## src/rtl/result_collector.sv

```systemverilog
// Collects N_SIZE result rows from the systolic array, then drains them over valid/ready.
// Optional row-sequence checking is enabled with `RESULT_COLLECTOR_CHECK_EN.
module result_collector #(
    parameter int unsigned OUT_WIDTH = 32,
    parameter int unsigned N_SIZE    = 5,
    localparam int unsigned IDX_W    = $clog2(N_SIZE),
    localparam int unsigned ROW_W    = N_SIZE * OUT_WIDTH
) (
    input  logic             clk,
    input  logic             rst_n,
    input  logic             in_valid,
    input  logic [IDX_W-1:0] in_sel,
    input  logic [ROW_W-1:0] in_row,
    output logic             out_valid,
    input  logic             out_ready,
    output logic [ROW_W-1:0] out_row,
    output logic [IDX_W-1:0] out_row_idx,
    output logic             out_last,
    output logic             busy,
    output logic             err,
    input  logic             err_clr
);

    localparam logic [IDX_W-1:0] LastIdx = IDX_W'(N_SIZE - 1);

    typedef enum logic [1:0] {StIdle, StFill, StDrain} state_e;

    state_e           state_q, state_d;
    logic [IDX_W-1:0] wr_idx_q, wr_idx_d;
    logic [IDX_W-1:0] rd_idx_q, rd_idx_d;
    logic [ROW_W-1:0] row_buf_q [N_SIZE];
    logic             wr_en;
    logic             handshake;

`ifdef RESULT_COLLECTOR_CHECK_EN
    logic err_q, err_d, err_set;
`else
    logic sel_in_range;
    // In-range guard keeps stray indices from addressing past the buffer.
    assign sel_in_range = 32'(in_sel) < N_SIZE;
`endif

    assign handshake = (state_q == StDrain) && out_ready;

    always_comb begin
        state_d  = state_q;
        wr_idx_d = wr_idx_q;
        rd_idx_d = rd_idx_q;
        wr_en    = 1'b0;
`ifdef RESULT_COLLECTOR_CHECK_EN
        err_set  = 1'b0;
`endif
        case (state_q)
            StIdle: begin
`ifdef RESULT_COLLECTOR_CHECK_EN
                if (in_valid) begin
                    if (in_sel == '0) begin
                        wr_en    = 1'b1;
                        wr_idx_d = IDX_W'(1);
                        state_d  = StFill;
                    end else begin
                        err_set = 1'b1;
                    end
                end
`else
                if (in_valid && sel_in_range) begin
                    wr_en    = 1'b1;
                    wr_idx_d = IDX_W'(1);
                    state_d  = StFill;
                end
`endif
            end
            StFill: begin
`ifdef RESULT_COLLECTOR_CHECK_EN
                if (!in_valid || (in_sel != wr_idx_q)) begin
                    err_set = 1'b1;
                end else begin
`else
                if (in_valid && sel_in_range) begin
`endif
                    wr_en    = 1'b1;
                    wr_idx_d = wr_idx_q + 1'b1;
                    if (in_sel == LastIdx) begin
                        rd_idx_d = '0;
                        state_d  = StDrain;
                    end
                end
            end
            StDrain: begin
`ifdef RESULT_COLLECTOR_CHECK_EN
                if (in_valid) err_set = 1'b1;
`endif
                if (handshake) begin
                    if (rd_idx_q == LastIdx) begin
                        rd_idx_d = '0;
                        wr_idx_d = '0;
                        state_d  = StIdle;
                    end else begin
                        rd_idx_d = rd_idx_q + 1'b1;
                    end
                end
            end
            default: state_d = StIdle;
        endcase
    end

    always_ff @(posedge clk or negedge rst_n) begin
        if (!rst_n) begin
            state_q  <= StIdle;
            wr_idx_q <= '0;
            rd_idx_q <= '0;
        end else begin
            state_q  <= state_d;
            wr_idx_q <= wr_idx_d;
            rd_idx_q <= rd_idx_d;
        end
    end

    // Row storage needs no reset: it is only read in DRAIN, after a full fill.
    always_ff @(posedge clk) begin
        if (wr_en) row_buf_q[in_sel] <= in_row;
    end

`ifdef RESULT_COLLECTOR_CHECK_EN
    // A new error wins over a simultaneous clear.
    assign err_d = err_set ? 1'b1 : (err_clr ? 1'b0 : err_q);

    always_ff @(posedge clk or negedge rst_n) begin
        if (!rst_n) err_q <= 1'b0;
        else        err_q <= err_d;
    end

    assign err = err_q;
`else
    logic unused_err_clr;
    assign unused_err_clr = err_clr;
    assign err            = 1'b0;
`endif

    assign out_valid   = (state_q == StDrain);
    assign out_row     = out_valid ? row_buf_q[rd_idx_q] : '0;
    assign out_row_idx = rd_idx_q;
    assign out_last    = out_valid && (rd_idx_q == LastIdx);
    assign busy        = (state_q != StIdle);

endmodule

```

## config.mk

```make
export PLATFORM = sky130hd
export DESIGN_NAME = result_collector
export DESIGN_NICKNAME = d
export VERILOG_FILES = /design/src/rtl/result_collector.sv
export SDC_FILE = /design/constraint.sdc
export NUM_CORES = 1
export LEC_CHECK = 0
export CAP_MARGIN = 10
export CORE_UTILIZATION = 25
export DETAILED_ROUTE_END_ITERATION = 6
export RECOVER_POWER = 100
export SYNTH_ARGS = -nofsm -noshare
export SYNTH_HDL_FRONTEND = slang
export SYNTH_SLANG_ARGS = --single-unit
```

## constraint.sdc

```tcl
create_clock -name clk -period 20.3 [get_ports clk]
set_input_delay 3.045 -clock clk [delete_from_list [all_inputs] [get_ports clk]]
set_output_delay 3.045 -clock clk [all_outputs]
set_load 0.02 [all_outputs]
```

==> results.toml <==
[critical_path]
reg2reg_from = "state_q[1]"
cp_data_required_time_ns = 17.26
crit_arrival_ns = 10.11
cp-end-kind = "output port"
crit_buf_inv = 3
path_delay_family = "buffers and inverters"
rr_endpoint = "row_buf_q[2][68]"
cp_common_cell = "clkbuf_1"
crit_start = "out_row_idx[0]"
rr_worst_depth = 3
crit_fanout = 60
critical_path.endpoint = "out_row[64]"
slowest_stage = "clkbuf_1"
max_stage_delay_ns = 3.22
worstSetupPathType = "register to output port"
rrSetupSlack_ns = 12.31
start_kind = "register"
crit_cells = 6
path_cells = "clkbuf_1, clkbuf_1, mux2i_1, o22ai_1, a21o_1, dlygate4sd3_1"

[power]
ir_worst_vdd_mv = 0.05270
p_leak_nw = 13.44
clkPwrFrac_pct = 37.4
p_comb_share_pct = 13.7
p_per_area_mw_per_mm2 = 103.1
internal_power_mw = 2.997
swShare_pct = 23.37
switchingPower_mw = 0.9139
p_seq_share_pct = 48.9

[placed_design]
place_area_mm2 = 0.03540
gp_congestion = 0.7286
hpwl_um = 38730
dp_cells = 3454
io_buffers = 332

[grt]
grt_pass1_wl_um = 103000
grt-ovfl-total = 0
grt_usage_pct = 11.34
grt_max_degree = 63
antenna_found_initial = 35
first_global_vias = 16505

[timing]
finalHoldViolCount = 0
rsz0062_at_grt = "no"
fin_crit_sh_pct = 64.82
slew_headroom_pct = -194.5
finalCriticalPeriod_ns = 13.16
tightest_slew_ns = 4.418
tns_ns = 0
clock_skew_ns = 0.02264
setup_viol = 0
drv_slew = 1147
fmax_mhz = 76.00

[synthesis]
synth_warnings = 0
postSynthCellCount = 1575
syn-cell-area_mm2 = 0.03028
seq_area_frac_synth_pct = 79.76
synth-edff-count = 800
ys_types = 33
ys.flop_type = "edfxtp_1"
avgSynthCellArea_um2 = 19.22
synth.most_common_cell = "edfxtp_1"
synth.top_cell.area_share_pct = 79.35
synth_area_leader_cell = "edfxtp_1"
synth_fp_nets = 1745
ys_top_cells_by_count = "edfxtp_1 (800), mux2i_1 (320), o22ai_1 (160)"
ys_async_sr_fraction_pct = 0.6211
ys_seq_elements = 805
synth.area.top_cells = "edfxtp_1 (79%), mux2i_1 (11%), a21o_1 (3.9%), o22ai_1 (3.3%), clkbuf_1 (0.55%)"

[layout]
fin_util_pct = 31.62
fillers = 11557
area.growth.synth_to_final_pct = 25.29
final-instance-count-excl-fill = 3615
drive_gt1_share_pct = 6.419
design_area_mm2 = 0.03793
nets = 2100

[status]
status = "finished with violations"
violations = "capacitance limit, slew limit"

[clock_network]
clock_latency_ns = 0.65
post-cts-setup-buffer-count = 0
htree_levels = 3
tritoncts = "done"
numClockSinks = 805
cts_resized = 0
cts_buffers = 86
hold_buffers = 0
cts_buffer_depth = 3
clk_pin_slew_ns = 0.06
root_buffer = "clkbuf_16"

[worst_hold_path]
hp-class = "register to register"

[floorplan]
die_area_mm2 = 0.1225
rows = 127
pin_count = 335
start_util_pct = 25.24
die_h_um = 350.0
die-width_um = 350.0
core-area_mm2 = 0.1200

[drt]
routed_wl_um = 71060
wl_per_cell_um = 19.66
vias = 15644
route.detailed.drc = 0
viasPerCell = 4.328
drt_first_pass_iters = 5
ant_nets = 0
drt_iter0_drc = 850

[job]
drv_cap = 24
[tightest hold or removal path, delay by kind of cell, from the launching register on]
| family | cells | cell delay (ns) |
|---|---|---|
| simple gates | 1 | 0.05 |
| compound gates | 1 | 0.15 |
| flops | 1 | 0.46 |
[power by group through the flow]
| stage | Sequential [mW] | Clock (mW) | Combinational [mW] |
|---|---|---|---|
| 4_1_cts | 1.91 | 1.51 | 0.497 |
| 2_1_floorplan | 1.93 | 0 | 0.368 |
| 3_3_place_gp | 1.94 | 0 | 0.482 |
| 6_report | 1.91 | 1.46 | 0.537 |
| 3_5_place_dp | 1.94 | 0 | 0.496 |
| 5_1_grt | 1.92 | 1.57 | 0.582 |
[cell type report]
type / instances / area, um^2 / area share, %
diodes: 9 / 22.52 / 0.05937
clock buffers: 105 / 2223 / 5.861
clock inverters: 47 / 395.4 / 1.042
inverters: 3 / 11.26 / 0.02969
multi-input cells: 675 / 5668 / 14.94
flip-flops and latches: 805 / 24150 / 63.66
well taps: 1612 / 2017 / 5.317
repair buffers: 359 / 3447 / 9.087
[layer usage]
layer / vias to the layer above / global-route usage, % / routed length (um)
met3: 148 / 3.721 / 5212
li1: 7121 / - / -
met5: - / 0 / 241
met1: 7942 / 12.69 / 27750
met4: 36 / 4.413 / 1916
met2: 397 / 19.83 / 35940
[per-stage QoR]
stage	hold WS (ns)	total power [mW]	setup WS (ns)
floorplan	0.5520	2.297	5.114
detailed placement	0.6811	2.440	13.11
CTS	0.6866	3.917	12.35
finish	0.7010	3.911	7.142
global placement	0.6610	2.423	13.16
global route	0.7176	4.070	6.149
[cell usage in the layout (no fill, tap or decap), types with 4 or more instances in the layout]
cell type and n:
edfxtp_1 800, o22ai_1 160, dlygate4sd3_1 322, bufinv_16 4, inv_6 5, clkbuf_16 86
mux2i_1 320, a21o_1 159, clkdlybuf4s50_1 10, diode_2 9, buf_4 6, clkinv_1 19
clkbuf_1 40, clkinv_2 12, dfrtp_1 5, nor3_1 4
[registers in the layout, indices dropped and copies added, names as in the netlist]
name / count
out_row_idx: 3
row_buf_q: 800
state_q: 2
[worst min path at each step]
stage               depth (start not counted)              to  slack [ns]           start
finish                                      2      state_q[0]        0.70      state_q[0]
global placement                            1  out_row_idx[1]        0.66  out_row_idx[1]
floorplan                                   2      state_q[0]        0.55      state_q[1]
detailed placement                          2      state_q[0]        0.68      state_q[0]
global route                                2      state_q[0]        0.72      state_q[0]
CTS                                         2      state_q[0]        0.69      state_q[0]
[cell families (layout without fill, tap and decap cells)]
family	Yosys count	after routing	share of synthesized area [%]
AO/OA/AOI/OAI	326	326	7.418
multiplexers	320	320	10.58
AND/OR/NAND/NOR	26	26	0.5538
buffers and inverters	95	514	1.595
flip-flops	805	805	79.76
other	1	10	0.01239
adder cells (fa/ha/maj)	2	2	0.08264
No activity file was read; power rests on OpenSTA's default activity.
